==> src/rtl/cache_config.sv <==
// Shared cache-coherence types and widths for the L2 requesters
// and the central arbiter.
package cache_config;

    localparam int ADDRESS_WIDTH          = 32;
    localparam int MAIN_MEMORY_DATA_WIDTH = 32;
    localparam int MESI_STATE_WIDTH       = 2;

    typedef enum logic [MESI_STATE_WIDTH-1:0] {
        MESI_INVALID   = 2'd0,
        MESI_SHARED    = 2'd1,
        MESI_EXCLUSIVE = 2'd2,
        MESI_MODIFIED  = 2'd3
    } mesi_state_t;

    typedef enum logic [2:0] {
        IDLE,
        REQ,
        GAP,
        ACK,
        RESP
    } requester_state_t;

endpackage

==> src/rtl/l2_coherence_requester_if.sv <==
// L2 controller request/response and arbiter coherence signals
// of one L2 coherence requester.
interface l2_coherence_requester_if;
    import cache_config::*;

    logic                              req_valid;
    logic                              req_is_write;
    logic [ADDRESS_WIDTH-1:0]          req_address;
    logic [MAIN_MEMORY_DATA_WIDTH-1:0] req_data;
    logic                              req_ready;
    logic [ADDRESS_WIDTH-1:0]          block_to_determine_mesi_state_from_arbiter;
    logic [MAIN_MEMORY_DATA_WIDTH-1:0] l2_local_data;
    logic                              arbiter_read_update_from_L2_cache_modules;
    logic                              arbiter_write_update_from_L2_cache_modules;
    logic                              acknowledge_arbiter_verify;
    logic [MESI_STATE_WIDTH-1:0]       mesi_state_to_cache;
    logic                              arbiter_verify;
    logic                              resp_valid;
    logic [MESI_STATE_WIDTH-1:0]       resp_mesi_state;
    logic                              resp_error;

    modport master (
        input  req_valid, req_is_write, req_address, req_data,
        input  mesi_state_to_cache, arbiter_verify,
        output req_ready,
        output block_to_determine_mesi_state_from_arbiter, l2_local_data,
        output arbiter_read_update_from_L2_cache_modules,
        output arbiter_write_update_from_L2_cache_modules,
        output acknowledge_arbiter_verify,
        output resp_valid, resp_mesi_state, resp_error
    );

    modport slave (
        output req_valid, req_is_write, req_address, req_data,
        output mesi_state_to_cache, arbiter_verify,
        input  req_ready,
        input  block_to_determine_mesi_state_from_arbiter, l2_local_data,
        input  arbiter_read_update_from_L2_cache_modules,
        input  arbiter_write_update_from_L2_cache_modules,
        input  acknowledge_arbiter_verify,
        input  resp_valid, resp_mesi_state, resp_error
    );

endinterface

==> src/rtl/sat_counter.sv <==
// Saturating up-counter with synchronous clear.
module sat_counter #(
    parameter int WIDTH = 16
) (
    input  logic             clk,
    input  logic             clear_i,
    input  logic             inc_i,
    output logic [WIDTH-1:0] count_o
);

    logic [WIDTH-1:0] cnt_q, cnt_d;

    always_comb begin
        cnt_d = cnt_q;
        if (inc_i && (cnt_q != '1))
            cnt_d = cnt_q + 1'b1;
    end

    always_ff @(posedge clk) begin
        if (clear_i)
            cnt_q <= '0;
        else
            cnt_q <= cnt_d;
    end

    assign count_o = cnt_q;

endmodule

==> src/rtl/l2_coherence_requester.sv <==
// L2-side MESI requester: issues one update to the arbiter, waits for
// verify, acknowledges, and returns the granted state with timeout/retry.
module l2_coherence_requester
    import cache_config::*;
#(
    parameter int TIMEOUT_CYCLES = 16,
    parameter int MAX_RETRIES    = 3,
    parameter int CNT_WIDTH      = 16
) (
    input  logic                     clk,
    input  logic                     reset,
    l2_coherence_requester_if.master bus,
    output logic [CNT_WIDTH-1:0]     stat_requests,
    output logic [CNT_WIDTH-1:0]     stat_retries,
    output logic [CNT_WIDTH-1:0]     stat_errors
);

    localparam int TW = $clog2(TIMEOUT_CYCLES + 1);
    localparam int RW = $clog2(MAX_RETRIES + 1);

    requester_state_t                  state_q, state_d;
    logic [ADDRESS_WIDTH-1:0]          addr_q, addr_d;
    logic [MAIN_MEMORY_DATA_WIDTH-1:0] data_q, data_d;
    logic                              wr_q, wr_d;
    mesi_state_t                       mesi_q, mesi_d;
    logic                              err_q, err_d;
    logic [TW-1:0]                     tmo_q, tmo_d;
    logic [RW-1:0]                     rty_q, rty_d;
    logic                              inc_req, inc_rty, inc_err;

    always_ff @(posedge clk) begin
        if (reset) begin
            state_q <= IDLE;
            addr_q  <= '0;
            data_q  <= '0;
            wr_q    <= 1'b0;
            mesi_q  <= MESI_INVALID;
            err_q   <= 1'b0;
            tmo_q   <= '0;
            rty_q   <= '0;
        end else begin
            state_q <= state_d;
            addr_q  <= addr_d;
            data_q  <= data_d;
            wr_q    <= wr_d;
            mesi_q  <= mesi_d;
            err_q   <= err_d;
            tmo_q   <= tmo_d;
            rty_q   <= rty_d;
        end
    end

    always_comb begin
        state_d = state_q;
        addr_d  = addr_q;
        data_d  = data_q;
        wr_d    = wr_q;
        mesi_d  = mesi_q;
        err_d   = err_q;
        tmo_d   = tmo_q;
        rty_d   = rty_q;
        inc_req = 1'b0;
        inc_rty = 1'b0;
        inc_err = 1'b0;
        unique case (state_q)
            IDLE: begin
                if (bus.req_valid) begin
                    addr_d  = bus.req_address;
                    data_d  = bus.req_data;
                    wr_d    = bus.req_is_write;
                    mesi_d  = MESI_INVALID;
                    err_d   = 1'b0;
                    tmo_d   = '0;
                    inc_req = 1'b1;
                    state_d = REQ;
                end
            end
            REQ: begin
                if (bus.arbiter_verify) begin
                    mesi_d  = mesi_state_t'(bus.mesi_state_to_cache);
                    state_d = ACK;
                end else if (tmo_q == TW'(TIMEOUT_CYCLES - 1)) begin
                    rty_d   = rty_q + 1'b1;
                    inc_rty = 1'b1;
                    state_d = GAP;
                end else begin
                    tmo_d = tmo_q + 1'b1;
                end
            end
            // Update lines low here so the arbiter can re-arm before a retry.
            GAP: begin
                if (rty_q == RW'(MAX_RETRIES)) begin
                    err_d   = 1'b1;
                    mesi_d  = MESI_INVALID;
                    inc_err = 1'b1;
                    state_d = RESP;
                end else begin
                    tmo_d   = '0;
                    state_d = REQ;
                end
            end
            ACK: begin
                if (!bus.arbiter_verify)
                    state_d = RESP;
            end
            RESP: begin
                rty_d   = '0;
                state_d = IDLE;
            end
            default: state_d = IDLE;
        endcase
    end

    assign bus.req_ready = (state_q == IDLE);
    assign bus.block_to_determine_mesi_state_from_arbiter = addr_q;
    assign bus.l2_local_data = data_q;
    assign bus.arbiter_read_update_from_L2_cache_modules  = (state_q == REQ) && !wr_q;
    assign bus.arbiter_write_update_from_L2_cache_modules = (state_q == REQ) && wr_q;
    assign bus.acknowledge_arbiter_verify = (state_q == ACK);
    assign bus.resp_valid      = (state_q == RESP);
    assign bus.resp_error      = (state_q == RESP) && err_q;
    assign bus.resp_mesi_state = mesi_q;

    sat_counter #(.WIDTH(CNT_WIDTH)) u_cnt_req (
        .clk(clk), .clear_i(reset), .inc_i(inc_req), .count_o(stat_requests)
    );
    sat_counter #(.WIDTH(CNT_WIDTH)) u_cnt_rty (
        .clk(clk), .clear_i(reset), .inc_i(inc_rty), .count_o(stat_retries)
    );
    sat_counter #(.WIDTH(CNT_WIDTH)) u_cnt_err (
        .clk(clk), .clear_i(reset), .inc_i(inc_err), .count_o(stat_errors)
    );

endmodule

==> src/flat_wrapper.sv <==
// flat-port wrapper written by rule: the top's interface ports become plain ports
module l2_coherence_requester_flat import cache_config::*;
#(
    parameter int TIMEOUT_CYCLES = 16,
    parameter int MAX_RETRIES    = 3,
    parameter int CNT_WIDTH      = 16
)
  (clk, reset, stat_requests, stat_retries, stat_errors, bus_req_valid, bus_req_is_write, bus_req_address, bus_req_data, bus_mesi_state_to_cache, bus_arbiter_verify, bus_req_ready, bus_block_to_determine_mesi_state_from_arbiter, bus_l2_local_data, bus_arbiter_read_update_from_L2_cache_modules, bus_arbiter_write_update_from_L2_cache_modules, bus_acknowledge_arbiter_verify, bus_resp_valid, bus_resp_mesi_state, bus_resp_error);
  l2_coherence_requester_if bus_i ();
  input  logic clk;
  input  logic reset;
  output logic [CNT_WIDTH-1:0] stat_requests;
  output logic [CNT_WIDTH-1:0] stat_retries;
  output logic [CNT_WIDTH-1:0] stat_errors;
  input wire logic [$bits(bus_i.req_valid)-1:0] bus_req_valid;
  input wire logic [$bits(bus_i.req_is_write)-1:0] bus_req_is_write;
  input wire logic [$bits(bus_i.req_address)-1:0] bus_req_address;
  input wire logic [$bits(bus_i.req_data)-1:0] bus_req_data;
  input wire logic [$bits(bus_i.mesi_state_to_cache)-1:0] bus_mesi_state_to_cache;
  input wire logic [$bits(bus_i.arbiter_verify)-1:0] bus_arbiter_verify;
  output wire logic [$bits(bus_i.req_ready)-1:0] bus_req_ready;
  output wire logic [$bits(bus_i.block_to_determine_mesi_state_from_arbiter)-1:0] bus_block_to_determine_mesi_state_from_arbiter;
  output wire logic [$bits(bus_i.l2_local_data)-1:0] bus_l2_local_data;
  output wire logic [$bits(bus_i.arbiter_read_update_from_L2_cache_modules)-1:0] bus_arbiter_read_update_from_L2_cache_modules;
  output wire logic [$bits(bus_i.arbiter_write_update_from_L2_cache_modules)-1:0] bus_arbiter_write_update_from_L2_cache_modules;
  output wire logic [$bits(bus_i.acknowledge_arbiter_verify)-1:0] bus_acknowledge_arbiter_verify;
  output wire logic [$bits(bus_i.resp_valid)-1:0] bus_resp_valid;
  output wire logic [$bits(bus_i.resp_mesi_state)-1:0] bus_resp_mesi_state;
  output wire logic [$bits(bus_i.resp_error)-1:0] bus_resp_error;
  assign bus_i.req_valid = bus_req_valid;
  assign bus_i.req_is_write = bus_req_is_write;
  assign bus_i.req_address = bus_req_address;
  assign bus_i.req_data = bus_req_data;
  assign bus_i.mesi_state_to_cache = bus_mesi_state_to_cache;
  assign bus_i.arbiter_verify = bus_arbiter_verify;
  assign bus_req_ready = bus_i.req_ready;
  assign bus_block_to_determine_mesi_state_from_arbiter = bus_i.block_to_determine_mesi_state_from_arbiter;
  assign bus_l2_local_data = bus_i.l2_local_data;
  assign bus_arbiter_read_update_from_L2_cache_modules = bus_i.arbiter_read_update_from_L2_cache_modules;
  assign bus_arbiter_write_update_from_L2_cache_modules = bus_i.arbiter_write_update_from_L2_cache_modules;
  assign bus_acknowledge_arbiter_verify = bus_i.acknowledge_arbiter_verify;
  assign bus_resp_valid = bus_i.resp_valid;
  assign bus_resp_mesi_state = bus_i.resp_mesi_state;
  assign bus_resp_error = bus_i.resp_error;
  l2_coherence_requester #(.TIMEOUT_CYCLES(TIMEOUT_CYCLES), .MAX_RETRIES(MAX_RETRIES), .CNT_WIDTH(CNT_WIDTH)) u_core (.clk(clk), .reset(reset), .bus(bus_i), .stat_requests(stat_requests), .stat_retries(stat_retries), .stat_errors(stat_errors));
endmodule
==> config.mk <==
export PLATFORM = sky130hd
export DESIGN_NAME = l2_coherence_requester_flat
export DESIGN_NICKNAME = d
export VERILOG_FILES = /design/src/rtl/cache_config.sv /design/src/rtl/l2_coherence_requester_if.sv /design/src/rtl/sat_counter.sv /design/src/rtl/l2_coherence_requester.sv /design/src/flat_wrapper.sv
export SDC_FILE = /design/constraint.sdc
export NUM_CORES = 1
export LEC_CHECK = 0
export ABC_AREA = 1
export CORE_ASPECT_RATIO = 1.2
export CORE_MARGIN = 5
export CORE_UTILIZATION = 50
export DETAILED_ROUTE_END_ITERATION = 16
export GPL_ROUTABILITY_DRIVEN = 0
export PLACE_DENSITY_LB_ADDON = 0.2
export SLEW_MARGIN = 20
export SYNTH_ARGS = -nofsm -noshare
export SYNTH_HDL_FRONTEND = slang
export SYNTH_SLANG_ARGS = --single-unit
==> constraint.sdc <==
create_clock -name clk -period 4.25 [get_ports clk]
set_input_delay 0.85 -clock clk [delete_from_list [all_inputs] [get_ports clk]]
set_output_delay 0.85 -clock clk [all_outputs]
set_load 0.1 [all_outputs]
==> impl_results.md, run 1 <==
* Unrepaired setup endpoints after global routing: no
* Post-synthesis cell count at 832
* TritonCTS clock tree: built
* Synth Register Bits at 126
* Port Buf Inserts at 190
* Via count at 5879
* Critical-path cell list: inv_2, nor2_1, clkdlybuf4s50_1
* Avg Inst Size Synth at 7.119 um2
* MaxCap Viol Count at 0
* GR Util All Layers at 22.15%
* Crit end category: output port
* Final Util at 73.03%
* Clk sinks at 126
* Synth Cell Area at 0.005923 mm2
* Status: finished, final reports clean
* Post-synth cell types at 36
* Detailed Place HPWL at 10.99 mm
* Cts hold-fix bufs at 0
* Post-CTS resize count at 0
* Top cell type's share of synthesized area at 42.59%
* Post-CTS setup buffers at 0
* Initial antenna violation count at 0
* Gr ovfl total at 0
* Vias in the first global route at 5570
* H-tree Lvls at 4
* Core area at 0.01157 mm2
* Synthesis warning total at 0
* Post-synthesis adder-cell area fraction at 1.267%
* WL/cell at 13.10 um
* Non-filler instance count after layout at 1182
* Fin. Hold Viols at 0
* Area grow syn2layout at 42.63%
* Pwr dens at 433.3 mW/mm2
* Total CTS buffers at 17
* Final Cycle Share at 77.47%
* Slew @ Worst Pin at 1.021 ns
* Fmax at 0.3037 GHz
* Max incr delay on CP at 1.19 ns
* IO Pins at 191
* Cell family with most CP delay: buffers and inverters
* Comb pwr share at 25.4%
* Antenna cells at 0
* Buffers plus inverters on the worst setup path at 2
* Worst Path Class, Setup: reg2out
* Final wirelength at 15.48 mm
* Sw Pwr at 0.001283 W
* Worst-case clock buffer depth at 2
* Die X-Extent at 109.4 um
* Hold slack at 0.4666 ns
* Initial DRC Count at 246
* Layout cells sized above 1 at 9.268%
* Sw Share at 35.05%
* Flop pwr share at 35.5%
* DRC viols at 0
* Max-slew violations at 0
* Min cycle time layout at 3.293 ns
* CP Data Required Time at 3.40 ns
* Nets@finish at 1089
* Post-Synth XOR/XNOR Area at 2.514%
* Clk pwr share at 39.1%
* Clock slew at reported path FFs at 0.05 ns
* DRT Pass-1 Iters at 4
* Synth Area in Compound Gates at 11.96%
* Register area share after synthesis at 42.59%
* Clk_skew at 0.01411 ns
* Clk_lat worst skew at 0.41 ns
* GR Layer Usage met3 at 9.915%
* Worst VDD drop at 327.8 uV
* Post-synthesis simple-gate area fraction at 34.90%
* Post-layout total power at 0.003660 W
* Final setup vio count at 0
* Met2 GRT Util at 37.91%
* Max transition margin at 31.70%
* Crit Path Max Fanout at 6
* Largest net degree at the start of global routing at 68
* Largest area contributor in the netlist: dfxtp_1
* Setup TNS at 0 ns
* Die area at 0.01413 mm2
* Hold Path Class: reg2reg
* Chip height at 129.2 um
* Crit path DAT at 2.44 ns
* Clock Tree Root: clkbuf_16
* Dominant combinational cell family by area after synthesis: simple AND/OR/NAND/NOR gates
* Crit path max-delay cell type: clkdlybuf4s50_1
* Busiest grt layer: met2
* Mux contribution to synthesized area at 0%
* Startpoint types: flip-flop
* GR Util met1 at 24.56%
* Vias per cell at 4.974
* Number of routed nets with antenna violations at 0
* Initial core utilization at 51.21%
* Net Count, Synth at 909
* Most area-consuming cells after synthesis: dfxtp_1 (43%), nor2_1 (14%), nand2_1 (9.8%)
* P_leak at 3.343 nW
* Row count at 43
* Placed Instances at 1150
* Power Internal at 0.002377 W
* First-pass GRT wire length at 25.34 mm
-- sequential cells by signal, indices dropped and copies added, names as in the netlist --
| register | cells |
|---|---|
| u_core.bus.block_to_determine_mesi_state_from_arbiter | 32 |
| u_core.bus.l2_local_data | 32 |
| u_core.u_cnt_err.count_o | 16 |
| u_core.u_cnt_req.count_o | 16 |
| u_core.u_cnt_rty.count_o | 16 |
| u_core.tmo_q | 5 |
| u_core.state_q | 3 |
| u_core.bus.resp_mesi_state | 2 |
| u_core.rty_q | 2 |
| u_core.err_q | 1 |
| u_core.wr_q | 1 |
-- worst paths after layout --
check / cells past startpoint / startpoint / slack (ns) / endpoint
worst max-delay path: 3 / u_core.state_q[0] / 0.96 / bus_acknowledge_arbiter_verify
worst min-delay path: 2 / u_core.tmo_q[4] / 0.47 / u_core.tmo_q[4]
worst max register to register: 7 / u_core.u_cnt_req.count_o[0] / 2.10 / u_core.u_cnt_req.count_o[14]
worst min register to register: 2 / u_core.tmo_q[4] / 0.47 / u_core.tmo_q[4]
-- through the flow --
stage          setup WS, ns  area, um2
2_1_floorplan        0.8225       5928
3_3_place_gp          1.420       7854
3_5_place_dp          1.378       7854
4_1_cts              0.9458       8448
5_1_grt              0.7928       8448
6_report             0.9575       8448
-- cell type report --
cell class / instances / area [um2]
well taps: 157 / 196.4
clock buffers: 19 / 452.9
multi-input cells: 620 / 3004
fillers: 950 / 3119
inverters: 53 / 203.9
repair buffers: 194 / 1927
clock inverters: 13 / 141.4
flip-flops and latches: 126 / 2522
-- placed cells by master, fill, tap and decap left out --
| master | Yosys | layout |
|---|---|---|
| nor2_1 | 218 | 218 |
| clkdlybuf4s50_1 | 0 | 189 |
| nand2_1 | 154 | 154 |
| dfxtp_1 | 126 | 126 |
| o21ai_0 | 49 | 49 |
| inv_1 | 47 | 46 |
| nand3_1 | 35 | 35 |
| o21ai_1 | 30 | 30 |
| a21oi_1 | 28 | 28 |
| nand4_1 | 18 | 18 |
| a21oi_2 | 17 | 17 |
| clkbuf_16 | 0 | 17 |
| xor2_1 | 11 | 11 |
| nand2_2 | 10 | 10 |
| nand2_4 | 10 | 10 |
| xnor2_1 | 6 | 6 |
| ha_1 | 6 | 6 |
| clkinvlp_4 | 0 | 6 |
| nor2_4 | 5 | 5 |
| nor3_1 | 6 | 5 |
| nor2_2 | 4 | 4 |
| buf_4 | 6 | 4 |
| inv_2 | 2 | 3 |
| nor3_2 | 2 | 3 |
| clkinv_4 | 0 | 3 |
| inv_4 | 2 | 2 |
| clkinv_1 | 2 | 2 |
| nand3b_1 | 2 | 2 |
| nor3b_1 | 2 | 2 |
| nand3_2 | 2 | 2 |
| o211ai_1 | 2 | 2 |
| clkbuf_8 | 0 | 2 |
| bufinv_16 | 0 | 2 |
| clkinv_2 | 0 | 2 |
| and2_1 | 1 | 1 |
| nor2_8 | 1 | 1 |
| o21ai_2 | 1 | 1 |
| buf_2 | 7 | 1 |
-- synth_stat cells (all sizes together) --
cell type  count
a21oi         45
and2           1
buf           18
clkbuf        15
clkinv         2
dfxtp        126
ha             6
inv           51
nand2        174
nand3         37
nand3b         2
nand4         18
nor2         228
nor3           8
nor3b          2
o211ai         2
o21ai         80
xnor2          6
xor2          11
-- per-layer routing --
metal / vias up / share of wire [%]
li1: 3032 / -
met1: 2662 / 40
met2: 159 / 49
met3: 26 / 8.7
met4: 0 / 1.8
met5: - / 0
-- kinds of logic (layout without fill, tap and decap cells) --
kind of cell	count (synthesis)	in the layout
fa+ha+maj	6	6
compound gates	127	127
xor+xnor	17	17
flops	126	126
buf+inv	86	279
simple gates	470	470
-- worst min-delay path: cells and delay by family, from the launching register on --
| kind | cells | cell delay, ns |
|---|---|---|
| compound gates | 1 | 0.05 |
| flops | 1 | 0.31 |
| simple gates | 1 | 0.06 |
-- power groups by stage --
stage                     Sequential (W)  Combinational [W]  Clock (W)
after global placement           0.00132           0.000931          0
after detailed placement         0.00132           0.000933          0
after floorplan                  0.00180           0.000208          0
after global routing             0.00131           0.000976    0.00151
after CTS                        0.00130           0.000938    0.00146
final                            0.00130           0.000931    0.00143
Power figures use the tool's default switching activity.
==> run 2: changes to the inputs <==
CORE_UTILIZATION = 47   (was 50)
clock period = 3.4 ns   (was 4.25 ns; I/O delays follow)
==> run 2 against run 1 <==
Net effect:
- sequential cell count unchanged
- register-to-register slack worse by 0.83 ns
- hold slack worse by 0.0041 ns
- critical path depth down 2
- via count down 1.5%
- global-route usage down 1.5 points
- die area up 5.8%
- clock-buffer cell count down 1
- critical path type unchanged
- largest power group unchanged
- highest routed layer unchanged
==> impl_results.md, run 2 (synthesis gave the netlist of run 1 again) <==
* Crit end category: output port
* Min cycle time layout at 2.558 ns
* Final wirelength at 15.38 mm
* Commonest non-fill, non-tap cells in the layout: nor2_1 (218), nand2_1 (154), dfxtp_1 (126), clkdlybuf4s50_1 (97), buf_4 (95)
* Total CTS buffers at 17
* Worst Path Class, Setup: reg2out
* Final Util at 66.22%
* Fmax at 0.3909 GHz
* Port Buf Inserts at 190
* Clk sinks at 126
* Area of placed instances at 0.007645 mm2
* Post-CTS setup buffers at 0
* Vias in the first global route at 5511
* Clk_skew at 0.01165 ns
* Min-delay src: u_core.tmo_q[4]
* Die X-Extent at 112.5 um
* Initial DRC Count at 287
* Busiest grt layer: met2
* Largest net degree at the start of global routing at 67
* Final setup vio count at 0
* Antenna cells at 0
* Worst R2R Start: u_core.u_cnt_req.count_o[0]
* Vias per cell at 4.871
* Met2 GRT Util at 34.13%
* Nets@finish at 1089
* Final Cycle Share at 75.25%
* Chip height at 133.0 um
* Crit path DAT at 1.88 ns
* Cell family with most CP delay: buffers and inverters
* Crit Path Max Fanout at 2
* Slew @ Worst Pin at 0.9880 ns
* GR Util All Layers at 20.62%
* Placed Instances at 1157
* Post-CTS resize count at 0
* Detailed Place HPWL at 10.83 mm
* Cts hold-fix bufs at 0
* Die area at 0.01496 mm2
* Commonest non-fill, non-tap cell in the layout: nor2_1
* First-pass GRT wire length at 25.65 mm
* DRT Pass-1 Iters at 5
* Worst R2R Path Depth at 7
* Non-filler instance count after layout at 1189
* Gr ovfl total at 0
* Status: finished, final reports clean
* Max incr delay on CP at 1.14 ns
* Crit path from: u_core.bus.l2_local_data[23]
* Buffers plus inverters on the worst setup path at 1
* Fin. Hold Viols at 0
* TritonCTS clock tree: built
* R2r setup slk at 1.27 ns
* Fillers at 1148
* Clock slew at reported path FFs at 0.06 ns
* Max-slew violations at 0
* GR Util met1 at 24.15%
* MaxCap Viol Count at 0
* Worst Hold Depth at 2
* Hold Path Class: reg2reg
* Initial core utilization at 47.39%
* Crit path max-delay cell type: clkdlybuf4s50_1
* P_leak at 3.547 nW
* Unrepaired setup endpoints after global routing: no
* Register area at 0.002522 mm2
* Clock Tree Root: clkbuf_16
* DRC viols at 0
* Clk_lat worst skew at 0.40 ns
* WL/cell at 12.94 um
* Via count at 5792
* Hold Path End: u_core.tmo_q[4]
* Reg2reg end: u_core.u_cnt_req.count_o[3]
* Row count at 45
* Startpoint types: flip-flop
* Critical-path cell list: clkdlybuf4s50_1
* Setup TNS at 0 ns
* CP Data Required Time at 2.72 ns
* Pwr dens at 567.2 mW/mm2
* Layout cells sized above 1 at 18.24%
* GR Layer Usage met3 at 8.737%
* Max transition margin at 33.93%
* Core area at 0.01250 mm2
* H-tree Lvls at 4
* Area of the multi-input gates at 0.003004 mm2
* Number of routed nets with antenna violations at 0
* Area grow syn2layout at 39.73%
* Worst VDD drop at 397.8 uV
* Worst-case clock buffer depth at 2
* Post-Layout Inst Area at 0.008277 mm2
* Initial antenna violation count at 0
* IO Pins at 191
-- run 2: cell count changes in the layout (fill, tap and decap cells not counted) --
cell             delta
clkinv_4            +1
clkbuf_8            -1
clkinvlp_4          -3
clkinv_2            +1
buf_12              +1
bufinv_16           +2
clkdlybuf4s50_1    -92
buf_4              +91
-- run 2: where the power goes --
group | switching, W | leakage [nW] | internal, W
clock network | 0.000677 | 0.302 | 0.00125
registers | 0.0000552 | 1.03 | 0.00157
logic | 0.000878 | 2.21 | 0.000267
-- run 2: layer usage --
| metal | part of all wire, % | vias to the layer above |
|---|---|---|
| met2 | 47 | 164 |
| met4 | 1.7 | 0 |
| met5 | 0 | - |
| met3 | 9.3 | 19 |
| li1 | - | 3017 |
| met1 | 42 | 2592 |
-- run 2: worst max path at each step --
| stage | slack, ns | to | cells after the start |
|---|---|---|---|
| 4_1_cts | 0.82 | bus_l2_local_data[23] | 1 |
| 3_5_place_dp | 0.92 | u_core.u_cnt_req.count_o[8] | 7 |
| 3_3_place_gp | 0.95 | u_core.u_cnt_req.count_o[8] | 7 |
| 6_report | 0.84 | bus_l2_local_data[23] | 1 |
| 5_1_grt | 0.79 | bus_l2_local_data[9] | 1 |
| 2_1_floorplan | 0.14 | bus_resp_error | 3 |
-- run 2: metrics by stage --
| stage | hold slack [ns] | setup slack (ns) | power [W] |
|---|---|---|---|
| 6_report | 0.4625 | 0.8416 | 0.004694 |
| 5_1_grt | 0.4862 | 0.7853 | 0.004870 |
| 4_1_cts | 0.4656 | 0.8227 | 0.004737 |
| 3_5_place_dp | 0.4572 | 0.9232 | 0.002804 |
| 3_3_place_gp | 0.4494 | 0.9544 | 0.002802 |
| 2_1_floorplan | 0.4352 | 0.1425 | 0.002516 |
-- run 2: cell type report --
class / count / area share, %
inverters: 53 / 2.464
repair buffers: 194 / 20.65
well taps: 164 / 2.479
flip-flops and latches: 126 / 30.48
clock inverters: 14 / 2.328
clock buffers: 18 / 5.306
multi-input cells: 620 / 36.30
==> run 3: changes to the inputs <==
clock period = 2.4 ns   (was 3.4 ns; I/O delays follow)
==> run 3 against run 2 <==
Net effect:
- wire length grew 1.5%
- first-iteration DRC count down 5.6%
- core utilization down 0.050 points
- highest routed layer unchanged
- clock-buffer cell count rose by 4
==> impl_results.md, run 3 (synthesis gave the netlist of run 1 again) <==
* Status: finished, final reports clean
* Number of routed nets with antenna violations at 0
* Area grow syn2layout at 39.63%
* Startpoint types: flip-flop
* Final Util at 66.17%
* Via count at 5867
* Layout cells sized above 1 at 21.28%
* Worst R2R Start: u_core.u_cnt_req.count_o[1]
* Worst VDD drop at 515.6 uV
* Max-slew violations at 0
* Critical-path cell list: ha_1, nand2_1, nor2_1, nand2_1, o21ai_1, nand2_1, a21oi_1
* Final setup vio count at 0
* Core area at 0.01250 mm2
* Clk_skew at 0.01095 ns
* Antenna cells at 0
* Highest Signal Layer: met4
* Initial DRC Count at 271
* Total CTS buffers at 17
* Chip height at 133.0 um
* Port Buf Inserts at 190
* Worst R2R Path Depth at 7
* Crit end category: flip-flop
* Max transition margin at 42.69%
* Largest net degree at the start of global routing at 65
* Crit path DAT at 2.40 ns
* Fillers at 1117
* P_leak at 3.601 nW
* Pre-CTS WS at 0.3176 ns
* Final wirelength at 15.61 mm
* Initial core utilization at 47.39%
* Row count at 45
* Max incr delay on CP at 0.71 ns
* Wl on met1 at 6.391 mm
* DRT Pass-1 Iters at 4
* Fin. Hold Viols at 0
* Metal3 WL at 1.201 mm
* Clk_lat worst skew at 0.41 ns
* H-tree Lvls at 4
* Nets@finish at 1093
* Met2 WL at 7.715 mm
* Clock Tree Root: clkbuf_16
* Min cycle time layout at 2.074 ns
* Min-delay src: u_core.tmo_q[4]
* DRC viols at 0
* MaxCap Viol Count at 0
* Die area at 0.01496 mm2
* Cts hold-fix bufs at 0
* Worst Path Class, Setup: reg2reg
* Vias in the first global route at 5572
* First-pass GRT wire length at 25.90 mm
* Worst-case clock buffer depth at 2
* Crit path from: u_core.u_cnt_req.count_o[1]
* Post-Layout Inst Area at 0.008270 mm2
* Commonest non-fill, non-tap cell in the layout: nor2_1
* Final Cycle Share at 86.43%
* Hold Path Class: reg2reg
* Gr ovfl total at 0
* IO Pins at 191
* Worst setup margin at 0.3256 ns
* Area of the multi-input gates at 0.003017 mm2
* Detailed Place HPWL at 11.12 mm
* Area of placed instances at 0.007690 mm2
* Register area at 0.002522 mm2
* Commonest non-fill, non-tap cells in the layout: nor2_1 (217), nand2_1 (153), dfxtp_1 (126), buf_4 (121), clkdlybuf4s50_1 (69)
* Slew @ Worst Pin at 0.8540 ns
* CP dominant cell by count: nand2_1
* WL/cell at 13.08 um
* Die X-Extent at 112.5 um
* Crit Path Max Fanout at 11
* Clock slew at reported path FFs at 0.06 ns
* Unrepaired setup endpoints after global routing: no
* Vias per cell at 4.918
* Worst Hold Depth at 2
* GR Util All Layers at 20.75%
* Clk sinks at 126
* Crit path max-delay cell type: o21ai_1
* Fmax at 0.4821 GHz
* Pwr dens at 778.1 mW/mm2
* TritonCTS clock tree: built
* Initial antenna violation count at 0
* CP Data Required Time at 2.73 ns
* Setup TNS at 0 ns
-- run 3: cell count changes in the layout (fill, tap and decap cells not counted), sizes merged --
cell / previous run / this run
clkinv: 9 / 6
clkdlybuf4s50: 97 / 69
buf: 97 / 129
clkinvlp: 3 / 4
bufinv: 4 / 2
clkbuf: 18 / 22
-- run 3: through the flow --
| stage | hold slack [ns] | power (W) | instances |
|---|---|---|---|
| finish | 0.4656 | 0.006436 | 1193 |
| global route | 0.4819 | 0.006684 | 1193 |
| CTS | 0.4672 | 0.006486 | 1193 |
| detailed placement | 0.4600 | 0.003990 | 1161 |
| global placement | 0.4510 | 0.003981 | 1161 |
| floorplan | 0.4351 | 0.003566 | 832 |
-- run 3: worst paths after layout --
path / endpoint / slack [ns]
worst max register to register: u_core.u_cnt_req.count_o[4] / 0.33
worst max-delay path: u_core.u_cnt_req.count_o[4] / 0.33
worst min-delay path: u_core.tmo_q[4] / 0.47
worst min register to register: u_core.tmo_q[4] / 0.47
-- run 3: area by class of cell --
class	count	area share [%]
inverter	53	2.466
timing repair buffer	198	21.09
clock inverter	10	1.377
clock buffer	22	5.613
sequential	126	30.50
multi-input combinational	620	36.48
tap	164	2.481
-- run 3: repair_timing --
item,in CTS,in global routing
endpoints found under the setup margin,0,1
buffers inserted,0,0
gates resized for setup,0,1
-- run 3: layer usage --
layer | global-route usage, % | up-vias
li1 | - | 3041
met1 | 23.74 | 2642
met2 | 35.19 | 161
met3 | 7.548 | 23
met4 | 8.016 | 0
met5 | 0 | -
-- run 3: worst max-delay path, delay by kind of cell (launching register included) --
family	cells	cell delay (ns)
compound gates	2	0.90
simple gates	4	0.49
fa+ha+maj	1	0.23
flops	1	0.39
-- run 3: power breakdown --
part,internal (W),switching (W),leakage (nW),total [W]
Clock,0.00158,0.000917,0.272,0.00250
Sequential,0.00223,0.0000783,1.03,0.00230
Combinational,0.000385,0.00125,2.30,0.00164
Total,0.00419,0.00225,3.60,0.00644
